==> config.mk <==
export PLATFORM = sky130hd
export DESIGN_NAME = fetch_unit_flat
export DESIGN_NICKNAME = d
export VERILOG_FILES = /design/src/rtl/fetch_imem_if.sv /design/src/rtl/fetch_unit.sv /design/src/flat_wrapper.sv
export SDC_FILE = /design/constraint.sdc
export NUM_CORES = 1
export LEC_CHECK = 0
export CAP_MARGIN = 10
export CORE_MARGIN = 2
export CORE_UTILIZATION = 25
export CTS_CLUSTER_SIZE = 30
export DETAILED_ROUTE_END_ITERATION = 10
export PLACE_DENSITY = 0.58
export SLEW_MARGIN = 15
export SYNTH_ARGS = -nofsm -noshare
export SYNTH_HDL_FRONTEND = slang
export SYNTH_SLANG_ARGS = --single-unit
==> constraint.sdc <==
create_clock -name i_clk -period 6.9 [get_ports i_clk]
set_input_delay 1.035 -clock i_clk [delete_from_list [all_inputs] [get_ports i_clk]]
set_output_delay 1.035 -clock i_clk [all_outputs]
set_load 0.03 [all_outputs]
==> src/rtl/fetch_imem_if.sv <==
// ----------------------------------------------------------------------------
// fetch_imem_if
//
// Byte-wide instruction memory handshake between the fetch stage and the
// instruction memory.
//
// Signals:
//   req   fetch -> mem  byte read request, held until a cycle with ack=1
//   addr  fetch -> mem  64-bit byte address, stable while req is waiting
//   ack   mem -> fetch  the byte at addr is on data this cycle
//   data  mem -> fetch  read byte
//   err   mem -> fetch  qualified by ack: addr is not a valid address
//
// Modports:
//   master  used by the fetch unit (drives req/addr)
//   slave   used by the instruction memory (drives ack/data/err)
// ----------------------------------------------------------------------------
interface fetch_imem_if;
    logic        req;
    logic [63:0] addr;
    logic        ack;
    logic [7:0]  data;
    logic        err;

    modport master (
        output req,
        output addr,
        input  ack,
        input  data,
        input  err
    );

    modport slave (
        input  req,
        input  addr,
        output ack,
        output data,
        output err
    );
endinterface

==> src/rtl/fetch_unit.sv <==
// ----------------------------------------------------------------------------
// fetch_unit
//
// Multi-cycle fetch stage for the SEQ Y86-64 core. Holds the architectural PC,
// reads the instruction one byte per accepted handshake and splits it into
// icode/ifun/rA/rB/valC/valP. The PC is reloaded from the PC-update stage once
// the current instruction has been retired. Also produces the processor status
// code (1=AOK, 2=HLT, 3=ADR, 4=INS).
//
// Parameters:
//   RESET_PC        PC loaded on reset
//
// Ports:
//   i_clk           clock, all state updates on the rising edge
//   i_rst_n         asynchronous active-low reset
//   i_pc_in         next PC from the PC-update stage
//   i_pc_load       retire strobe, only acted on once the instruction is done
//   imem            byte-wide instruction memory handshake (master side)
//   o_icode/o_ifun  decoded byte 0
//   o_ra/o_rb       register specifiers, 4'hF when the instruction has none
//   o_valc          little-endian constant, 0 when the instruction has none
//   o_valp          PC + instruction length (mod 2^64)
//   o_pc            current PC
//   o_instr_valid   decoded fields are complete and stable
//   o_stat          processor status code
// ----------------------------------------------------------------------------
module fetch_unit #(
    parameter logic [63:0] RESET_PC = 64'h0
) (
    input  logic                i_clk,
    input  logic                i_rst_n,
    input  logic [63:0]         i_pc_in,
    input  logic                i_pc_load,
    fetch_imem_if.master        imem,
    output logic [3:0]          o_icode,
    output logic [3:0]          o_ifun,
    output logic [3:0]          o_ra,
    output logic [3:0]          o_rb,
    output logic [63:0]         o_valc,
    output logic [63:0]         o_valp,
    output logic [63:0]         o_pc,
    output logic                o_instr_valid,
    output logic [2:0]          o_stat
);

    typedef enum logic [1:0] {
        S_FETCH = 2'd0,
        S_DONE  = 2'd1,
        S_HALT  = 2'd2
    } state_t;

    localparam logic [2:0] STAT_AOK = 3'd1;
    localparam logic [2:0] STAT_HLT = 3'd2;
    localparam logic [2:0] STAT_ADR = 3'd3;
    localparam logic [2:0] STAT_INS = 3'd4;
    localparam logic [3:0] REG_NONE = 4'hF;

    // Instruction length in bytes, selected by icode alone.
    function automatic logic [3:0] instr_len(input logic [3:0] icode);
        logic [3:0] len;
        case (icode)
            4'h0, 4'h1, 4'h9:       len = 4'd1;
            4'h2, 4'h6, 4'hA, 4'hB: len = 4'd2;
            4'h7, 4'h8:             len = 4'd9;
            4'h3, 4'h4, 4'h5:       len = 4'd10;
            default:                len = 4'd1;
        endcase
        return len;
    endfunction

    // Legal icode/ifun combinations for byte 0.
    function automatic logic byte0_valid(input logic [3:0] icode,
                                         input logic [3:0] ifun);
        logic ok;
        case (icode)
            4'h2, 4'h7: ok = (ifun <= 4'd6);
            4'h6:       ok = (ifun <= 4'd3);
            4'h0, 4'h1, 4'h3, 4'h4, 4'h5,
            4'h8, 4'h9, 4'hA, 4'hB:
                        ok = (ifun == 4'd0);
            default:    ok = 1'b0;
        endcase
        return ok;
    endfunction

    state_t      r_state;
    state_t      w_state_nxt;

    logic [63:0] r_pc;
    logic [3:0]  r_count;
    logic [3:0]  r_len;
    logic [3:0]  r_icode;
    logic [3:0]  r_ifun;
    logic [3:0]  r_ra;
    logic [3:0]  r_rb;
    logic [63:0] r_valc;
    logic [63:0] r_valp;
    logic        r_valid;
    logic [2:0]  r_stat;

    logic [3:0]  w_len0;
    logic [3:0]  w_len;
    logic [3:0]  w_count_inc;
    logic        w_last;
    logic        w_bad0;
    logic [3:0]  w_icode_cur;
    logic        w_valc_byte;
    logic [2:0]  w_valc_idx;
    logic [63:0] w_addr;
    logic        w_beat;

    // Byte-level decode of the beat currently presented by the memory.
    always_comb begin
        w_len0      = instr_len(imem.data[7:4]);
        // Length is taken from byte 0 while it is arriving, from the
        // captured copy afterwards.
        w_len       = (r_count == 4'd0) ? w_len0 : r_len;
        w_count_inc = r_count + 4'd1;
        w_last      = (w_count_inc == w_len);
        w_bad0      = (r_count == 4'd0) &&
                      !byte0_valid(imem.data[7:4], imem.data[3:0]);
        w_icode_cur = (r_count == 4'd0) ? imem.data[7:4] : r_icode;
        // valC occupies bytes 1..8 of a 9-byte and bytes 2..9 of a
        // 10-byte instruction; the 3-bit subtraction wraps into 0..7.
        w_valc_byte = ((r_len == 4'd9)  && (r_count >= 4'd1)) ||
                      ((r_len == 4'd10) && (r_count >= 4'd2));
        w_valc_idx  = (r_len == 4'd9) ? (r_count[2:0] - 3'd1)
                                      : (r_count[2:0] - 3'd2);
        // Wraps modulo 2^64 so a fetch crossing the top continues at 0.
        w_addr      = r_pc + {60'd0, r_count};
        w_beat      = (r_state == S_FETCH) && imem.ack;
    end

    // State register.
    always_ff @(posedge i_clk or negedge i_rst_n) begin
        if (!i_rst_n) begin
            r_state <= S_FETCH;
        end else begin
            r_state <= w_state_nxt;
        end
    end

    // Next-state and handshake outputs.
    always_comb begin
        w_state_nxt = r_state;
        imem.req    = 1'b0;
        imem.addr   = w_addr;
        case (r_state)
            S_FETCH: begin
                // Gated by the reset input so the request drops the
                // moment reset is asserted, without waiting for a clock.
                imem.req = i_rst_n;
                if (imem.ack) begin
                    if (imem.err || w_bad0) begin
                        w_state_nxt = S_HALT;
                    end else if (w_last) begin
                        w_state_nxt = S_DONE;
                    end
                end
            end
            S_DONE: begin
                if (i_pc_load) begin
                    if (r_stat == STAT_AOK) begin
                        w_state_nxt = S_FETCH;
                    end else if (r_stat == STAT_HLT) begin
                        w_state_nxt = S_HALT;
                    end
                end
            end
            default: begin
                w_state_nxt = S_HALT;
            end
        endcase
    end

    // PC, byte counter, decoded fields and status.
    always_ff @(posedge i_clk or negedge i_rst_n) begin
        if (!i_rst_n) begin
            r_pc    <= RESET_PC;
            r_count <= 4'd0;
            r_len   <= 4'd1;
            r_icode <= 4'h0;
            r_ifun  <= 4'h0;
            r_ra    <= REG_NONE;
            r_rb    <= REG_NONE;
            r_valc  <= 64'd0;
            r_valp  <= 64'd0;
            r_valid <= 1'b0;
            r_stat  <= STAT_AOK;
        end else if (w_beat) begin
            if (imem.err) begin
                r_stat  <= STAT_ADR;
                r_valid <= 1'b0;
            end else if (w_bad0) begin
                // Fields keep their previous values; only status changes.
                r_stat <= STAT_INS;
            end else begin
                r_count <= w_count_inc;
                if (r_count == 4'd0) begin
                    // Start of a new instruction: clear the optional
                    // fields so short instructions report F/F and valC=0.
                    r_icode <= imem.data[7:4];
                    r_ifun  <= imem.data[3:0];
                    r_ra    <= REG_NONE;
                    r_rb    <= REG_NONE;
                    r_valc  <= 64'd0;
                    r_len   <= w_len0;
                end else begin
                    if ((r_count == 4'd1) &&
                        ((r_len == 4'd2) || (r_len == 4'd10))) begin
                        r_ra <= imem.data[7:4];
                        r_rb <= imem.data[3:0];
                    end
                    if (w_valc_byte) begin
                        r_valc[{w_valc_idx, 3'b000} +: 8] <= imem.data;
                    end
                end
                if (w_last) begin
                    r_valid <= 1'b1;
                    r_valp  <= r_pc + {60'd0, w_len};
                    r_stat  <= (w_icode_cur == 4'h0) ? STAT_HLT : STAT_AOK;
                end
            end
        end else if ((r_state == S_DONE) && i_pc_load) begin
            if (r_stat == STAT_AOK) begin
                r_pc    <= i_pc_in;
                r_count <= 4'd0;
                r_valid <= 1'b0;
            end else if (r_stat == STAT_HLT) begin
                r_valid <= 1'b0;
            end
        end
    end

    assign o_icode       = r_icode;
    assign o_ifun        = r_ifun;
    assign o_ra          = r_ra;
    assign o_rb          = r_rb;
    assign o_valc        = r_valc;
    assign o_valp        = r_valp;
    assign o_pc          = r_pc;
    assign o_instr_valid = r_valid;
    assign o_stat        = r_stat;

endmodule
==> src/flat_wrapper.sv <==
// flat-port wrapper written by rule: the top's interface ports become plain ports
module fetch_unit_flat 
#(
    parameter logic [63:0] RESET_PC = 64'h0
)
  (i_clk, i_rst_n, i_pc_in, i_pc_load, o_icode, o_ifun, o_ra, o_rb, o_valc, o_valp, o_pc, o_instr_valid, o_stat, imem_req, imem_addr, imem_ack, imem_data, imem_err);
  fetch_imem_if imem_i ();
  input  logic i_clk;
  input  logic i_rst_n;
  input  logic [63:0] i_pc_in;
  input  logic i_pc_load;
  output logic [3:0] o_icode;
  output logic [3:0] o_ifun;
  output logic [3:0] o_ra;
  output logic [3:0] o_rb;
  output logic [63:0] o_valc;
  output logic [63:0] o_valp;
  output logic [63:0] o_pc;
  output logic o_instr_valid;
  output logic [2:0] o_stat;
  output wire logic [$bits(imem_i.req)-1:0] imem_req;
  output wire logic [$bits(imem_i.addr)-1:0] imem_addr;
  input wire logic [$bits(imem_i.ack)-1:0] imem_ack;
  input wire logic [$bits(imem_i.data)-1:0] imem_data;
  input wire logic [$bits(imem_i.err)-1:0] imem_err;
  assign imem_req = imem_i.req;
  assign imem_addr = imem_i.addr;
  assign imem_i.ack = imem_ack;
  assign imem_i.data = imem_data;
  assign imem_i.err = imem_err;
  fetch_unit #(.RESET_PC(RESET_PC)) u_core (.i_clk(i_clk), .i_rst_n(i_rst_n), .i_pc_in(i_pc_in), .i_pc_load(i_pc_load), .imem(imem_i), .o_icode(o_icode), .o_ifun(o_ifun), .o_ra(o_ra), .o_rb(o_rb), .o_valc(o_valc), .o_valp(o_valp), .o_pc(o_pc), .o_instr_valid(o_instr_valid), .o_stat(o_stat));
endmodule
==> reports/qor.csv, run 1 <==
metric,value,unit
Mapped Area,0.0119,sq mm
critical path start-end classification,reg -> out,
post-CTS setup buffers,0,
Setup Skew,0.0293,ns
initial antenna violation count,3,
DRT antenna net count,0,
fill count,4713,
routed via count,9976,
share of flip-flops with an asynchronous set or reset,100,%
CTS tree,built,
worst-case reg-to-reg path depth,9,
Setup WS post-layout,1.48,ns
Simple-Gate Fraction of Synth Area,14.8,%
critical path arrival,4.38,ns
Post-synth EDFFs,0,
htree depth,1,
part of the power in the clock network,44.0,%
vias in the first global route,9976,
FF-to-FF setup slack,2.62,ns
total chip power,3.49,mW
Hold WC Path Type,in -> async,
RePlAce Congestion,0.904,
Critical-path top delay cell,clkdlybuf4s50_1,
clock slew at reported path FFs,0.06,ns
top_reg_cell synth,dfrtp_1,
"Core Util, Final",36.2,%
CTS buffer count,28,
DR iter-0 viols,571,
Rel. slew slack,19.5,%
Crit. End Element,primary output,
sequential group share of total power,41.0,%
Pleak,7.28,nW
first-pass GRT wire length,66600,um
post-route minimum period,5.42,ns
IO Port Bufs,353,
DR pass1 iterations,5,
Reg2Reg Capture Point,u_core.o_valp[35]$_DFFE_PN0P_,
area grow syn2layout,42.5,%
"Distinct cells, synth",60,
"commonest non-fill, non-tap cell in the layout",clkdlybuf4s50_1,
share of cells above drive strength 1,15.5,%
setup TNS,0,ns
status,finished clean,
Post-Place Setup Slack,1.80,ns
main combinational cell family by area after synthesis,simple AND/OR/NAND/NOR gates,
detailed placement HPWL,33200,um
vias per inst,4.93,
DRC Markers,0,
sw frac,27.8,%
largest net degree at the start of global routing,71,
Clock Sinks,222,
total gr overflow,0,
Worst VDD drop,202,uV
Comb power frac,15.0,%
Worst-Skew Late Latency,0.57,ns
XOR/XNOR Fraction of Synth Area,9.81,%
Critical R2R Launch,u_core.r_count[0]$_DFFE_PN0P_,
final net count,1491,
hold buffer count at cts,0,
synthesized area per cell,11.1,sq um
sw power,0.971,mW
Starting Density,25.4,%
Synth Area in Compound Gates,9.07,%
Top delay family on crit path,simple AND/OR/NAND/NOR gates,
data required time of the critical path,5.86,ns
cells after synthesis,1070,
Reg area,0.00557,sq mm
Core Rows,79,
Routed Wire Length,44300,um
die width,222,um
highest-count cells in the layout ignoring fill and taps,"352 x clkdlybuf4s50_1, 212 x dfrtp_1, 100 x mux2_2",
Final Setup Violations,0,
worst-path cell chain,nand4_1 -> nor3_2 -> nand2_1 -> or2_1 -> nor3_1 -> xor2_1 -> clkdlybuf4s50_1,
clk buf depth,3,
Highest Clock Rate,185,MHz
Total Routing Usage GR,17.6,%
max-slew violation count,0,
Yosys warnings,0,
Die Span Y,222,um
sum of buffers and inverters on the critical path,1,
sequential cell area fraction in the yosys report,46.9,%
Final period util,78.5,%
DIE AREA,0.0493,sq mm
multi-input gate area in the final layout,0.00596,sq mm
Mapped Nets,1164,
CORE AREA,0.0468,sq mm
post-synthesis mux area share,14.5,%
RSZ-0062 raised after global routing,no,
# resized after CTS,0,
Int Power,2.52,mW
final hold vios,0,
final hold slack,0.389,ns
Max stage delay on crit path,0.72,ns
per-cell routed wire length,21.9,um
io pins,354,
area share of fa/ha/maj cells after synthesis,1.92,%
post-synth top area cell,dfrtp_1,
worst slew pin tran,1.20,ns
largest fanout on the critical path,9,
max_cap viols,0,
power per cell area,206,mW/mm^2
Synth top area share,44.7,%
CP Launch Type,flip-flop,
Root Buffer,clkbuf_16,
synthesis-stage register bit count,222,
synth top area cells,"dfrtp_1 45%, mux2_2 9.5%, xor2_1 5.7%, a22o_1 4.7%, mux2_4 4.7%",
[power by group through the flow]
stage | clock (mW) | combinational, mW | sequential [mW]
final | 1.53 | 0.524 | 1.43
after global routing | 1.63 | 0.559 | 1.44
after CTS | 1.57 | 0.532 | 1.43
after detailed placement | 0 | 0.529 | 1.45
after global placement | 0 | 0.526 | 1.45
after floorplan | 0 | 0.231 | 1.48
[final cells by class]
cell class                      instances  area share, %
Multi-Input combinational cell        766           35.2
Sequential cell                       222           32.9
Timing Repair Buffer                  365           21.4
Clock buffer                           40           4.70
Tap cell                              607           4.49
Clock inverter                          8          0.917
Inverter                               14          0.311
Antenna cell                            1         0.0148
[how the worst max path moves through the flow]
stage	from	cells past startpoint	endpoint
global placement	imem_data[6]	12	u_core.o_valp[32]$_DFFE_PN0P_
floorplan	u_core.o_pc[9]$_DFFE_PN0P_	8	imem_addr[53]
CTS	u_core.o_pc[8]$_DFFE_PN0P_	7	imem_addr[57]
detailed placement	imem_data[6]	12	u_core.o_valp[62]$_DFFE_PN0P_
finish	u_core.o_pc[8]$_DFFE_PN0P_	7	imem_addr[57]
global route	u_core.r_count[0]$_DFFE_PN0P_	10	imem_addr[56]
[worst register-to-register path, cell delays in order (launching register included)]
cell     delay, ns
dfrtp_1       0.60
inv_1         0.18
ha_1          0.29
or3b_1        0.60
a41oi_1       0.26
o21ai_1       0.25
nand2_1       0.38
or3b_4        0.77
buf_4         0.48
mux2_4        0.34
[flip-flops by register name, indices dropped and copies added, names as in the netlist, 3 cells and up]
signal and cells:
u_core.o_stat 3, u_core.o_pc 64, u_core.o_valp 64, u_core.r_len 4
u_core.o_rb 4, u_core.o_ra 4, u_core.o_valc 64, u_core.r_count 4
u_core.o_ifun 4, u_core.o_icode 4
[through the flow]
step                std cells  area (sq um)
global placement         1974         16000
CTS                      2022         16900
floorplan                1070         11900
global route             2023         16900
finish                   2023         16900
detailed placement       1974         16000
[cells by family after synthesis]
logic type,count (synthesis)
adders and majority gates,17
DFF,222
buffers and inverters,82
muxes,141
and+or+nand+nor,338
AOI/OAI and AO/OA,137
xor gates and xnor gates,133
[per-layer routing]
metal | track usage [%] | share of wire [%] | vias up
met1 | 23.1 | 43 | 5027
met5 | 0 | 0.059 | -
li1 | - | - | 4502
met2 | 28.1 | 46 | 374
met3 | 5.23 | 8.1 | 69
met4 | 4.99 | 2.6 | 4
[synthesized netlist by cell type (all sizes together), types with 4 or more instances]
library cell  count
nor2b            11
a22o             64
a21o              4
inv              14
buf              19
and2              7
and4              5
mux2            137
or2               9
nor2             69
nand2b           14
xor2             77
a21oi             8
clkbuf           49
ha               15
and3              8
nor4             19
nand3            38
nand4            36
or4               5
xnor2            56
o21ai            27
nor3             42
nor3b             5
o22a              8
dfstp            10
mux2i             4
a211oi            5
or3               4
nand2            58
dfrtp           212
No activity file was read; power rests on OpenSTA's default activity.
==> inputs of run 2 (changes only) <==
clock period = 5.4 ns   (was 6.9 ns; I/O delays follow)
==> reports/qor.csv, run 2 (synthesis gave the netlist of run 1 again) <==
metric,value,unit,change
CTS tree,built,,
Final Setup Violations,0,,unchanged
Die Span Y,222,um,unchanged
DR iter-0 viols,594,,+4.0%
share of cells above drive strength 1,16.4,%,+0.86 points
Routed Wire Length,44500,um,+0.41%
setup TNS,0,ns,unchanged
area grow syn2layout,43.6,%,
worst slew pin tran,1.07,ns,-0.124 ns
data required time of the critical path,4.59,ns,-1.27 ns
max_cap viols,0,,unchanged
# resized after CTS,0,,unchanged
clock slew at reported path FFs,0.06,ns,about the same
IO Port Bufs,353,,unchanged
Clock Sinks,222,,unchanged
post-route minimum period,5.01,ns,
max-slew violation count,0,,unchanged
post-placement cell area,0.0161,sq mm,+0.55%
critical path arrival,4.20,ns,-0.18 ns
final hold vios,0,,unchanged
Setup Skew,0.0164,ns,-0.0129 ns
detailed placement HPWL,33700,um,+1.4%
Reg area,0.00557,sq mm,unchanged
htree depth,1,,unchanged
DRT antenna net count,0,,unchanged
clk buf depth,3,,unchanged
Highest Clock Rate,200,MHz,
CTS buffer count,28,,unchanged
RSZ-0062 raised after global routing,no,,
io pins,354,,unchanged
Worst VDD drop,269,uV,+33%
Crit. End Element,primary output,,
Starting Density,25.4,%,unchanged
Worst-Skew Late Latency,0.56,ns,about the same
vias in the first global route,10239,,+2.6%
die width,222,um,unchanged
status,finished clean,,
multi-input gate area in the final layout,0.00596,sq mm,about the same
largest net degree at the start of global routing,79,,+11%
final net count,1501,,+0.67%
fill count,4668,,-0.95%
largest fanout on the critical path,17,,+8
"Core Util, Final",36.5,%,+0.29 points
DRC Markers,0,,unchanged
Hold WC Path Type,in -> async,,
post-CTS setup buffers,0,,unchanged
initial antenna violation count,2,,-1
Root Buffer,clkbuf_16,,
Total Routing Usage GR,17.6,%,about the same
per-cell routed wire length,21.9,um,-0.13%
"Design Area, Final",0.0171,sq mm,+0.81%
DR pass1 iterations,5,,unchanged
highest-count cells in the layout ignoring fill and taps,"352 x clkdlybuf4s50_1, 212 x dfrtp_1, 100 x mux2_2",,
CORE AREA,0.0468,sq mm,unchanged
final hold slack,0.153,ns,-0.236 ns
critical path start-end classification,reg -> out,,
total gr overflow,0,,unchanged
routed via count,10016,,+0.40%
DIE AREA,0.0493,sq mm,unchanged
CP Launch Type,flip-flop,,
Core Rows,79,,unchanged
"commonest non-fill, non-tap cell in the layout",clkdlybuf4s50_1,,
Rel. slew slack,28.4,%,+8.9 points
Pleak,7.36,nW,+1.1%
total chip power,4.55,mW,+30%
Final period util,92.8,%,
hold buffer count at cts,0,,unchanged
vias per inst,4.92,,-0.14%
RePlAce Congestion,0.938,,+3.8%
first-pass GRT wire length,66700,um,+0.20%
power per cell area,267,mW/mm^2,+29%
==> run 2: cell count changes in the layout (fill, tap and decap cells not counted) <==
cell,delta
clkbuf_1,-2
clkinvlp_4,+1
buf_12,+1
nor3_2,+1
bufinv_16,+1
nor3_1,-1
clkbuf_16,+1
clkinv_2,+1
clkinv_8,-1
buf_4,+9
==> run 2: layer usage <==
layer / vias up / GRT usage [%] / part of all wire (%)
met1: 5011 / 22.7 / 43
met4: 2 / 5.08 / 2.9
met2: 405 / 28.7 / 47
li1: 4526 / - / -
met3: 72 / 5.00 / 7.8
met5: - / 0 / 0.025
==> run 2: where the power goes <==
group	internal (mW)	switching, mW	total, mW	leakage, nW
clock	1.28	0.765	2.04	0.486
sequential	1.72	0.103	1.82	2.97
combinational	0.301	0.387	0.688	3.90
total	3.30	1.25	4.55	7.36
==> run 2: area by class of cell <==
cell class	count	area share [%]
antenna	1	0.0147
clock buffer	39	4.77
clock inverter	10	1.06
inverter	14	0.308
multi-input combinational	766	35.0
sequential	222	32.6
tap	607	4.45
timing repair buffer	375	21.8
==> run 2: per-stage QoR <==
stage                     setup slack [ns]  cells
after floorplan                       1.67   1070
after global placement               0.997   1984
after detailed placement             0.890   1984
after CTS                            0.427   2033
after global routing                 0.207   2034
final                                0.390   2034
==> run 2: final timing paths <==
path / start / to / slack (ns) / cells after the start
min in group i_clk: u_core.o_instr_valid$_DFFE_PN0P_ / u_core.o_instr_valid$_DFFE_PN0P_ / 0.49 / 2
max: u_core.r_count[0]$_DFFE_PN0P_ / imem_addr[36] / 0.39 / 11
max reg2reg: u_core.r_count[1]$_DFFE_PN0P_ / u_core.o_valp[58]$_DFFE_PN0P_ / 1.16 / 15
max in group asynchronous: i_rst_n / u_core.o_valp[17]$_DFFE_PN0P_ / 3.40 / 3
min reg2reg: u_core.o_instr_valid$_DFFE_PN0P_ / u_core.o_instr_valid$_DFFE_PN0P_ / 0.49 / 2
min: i_rst_n / u_core.o_valc[47]$_DFFE_PN0P_ / 0.15 / 1
==> run 2: worst max-delay path, cell delays in order, from the launching register on <==
cell and delay [ns]:
dfrtp_1 0.32, buf_4 0.22, ha_1 0.21, inv_1 0.05
fa_1 0.40, nor2b_1 0.19, o21a_1 0.23, o21ai_0 0.38
nor2_1 0.41, nand2_1 0.11, xnor2_1 0.37, clkdlybuf4s50_1 0.76
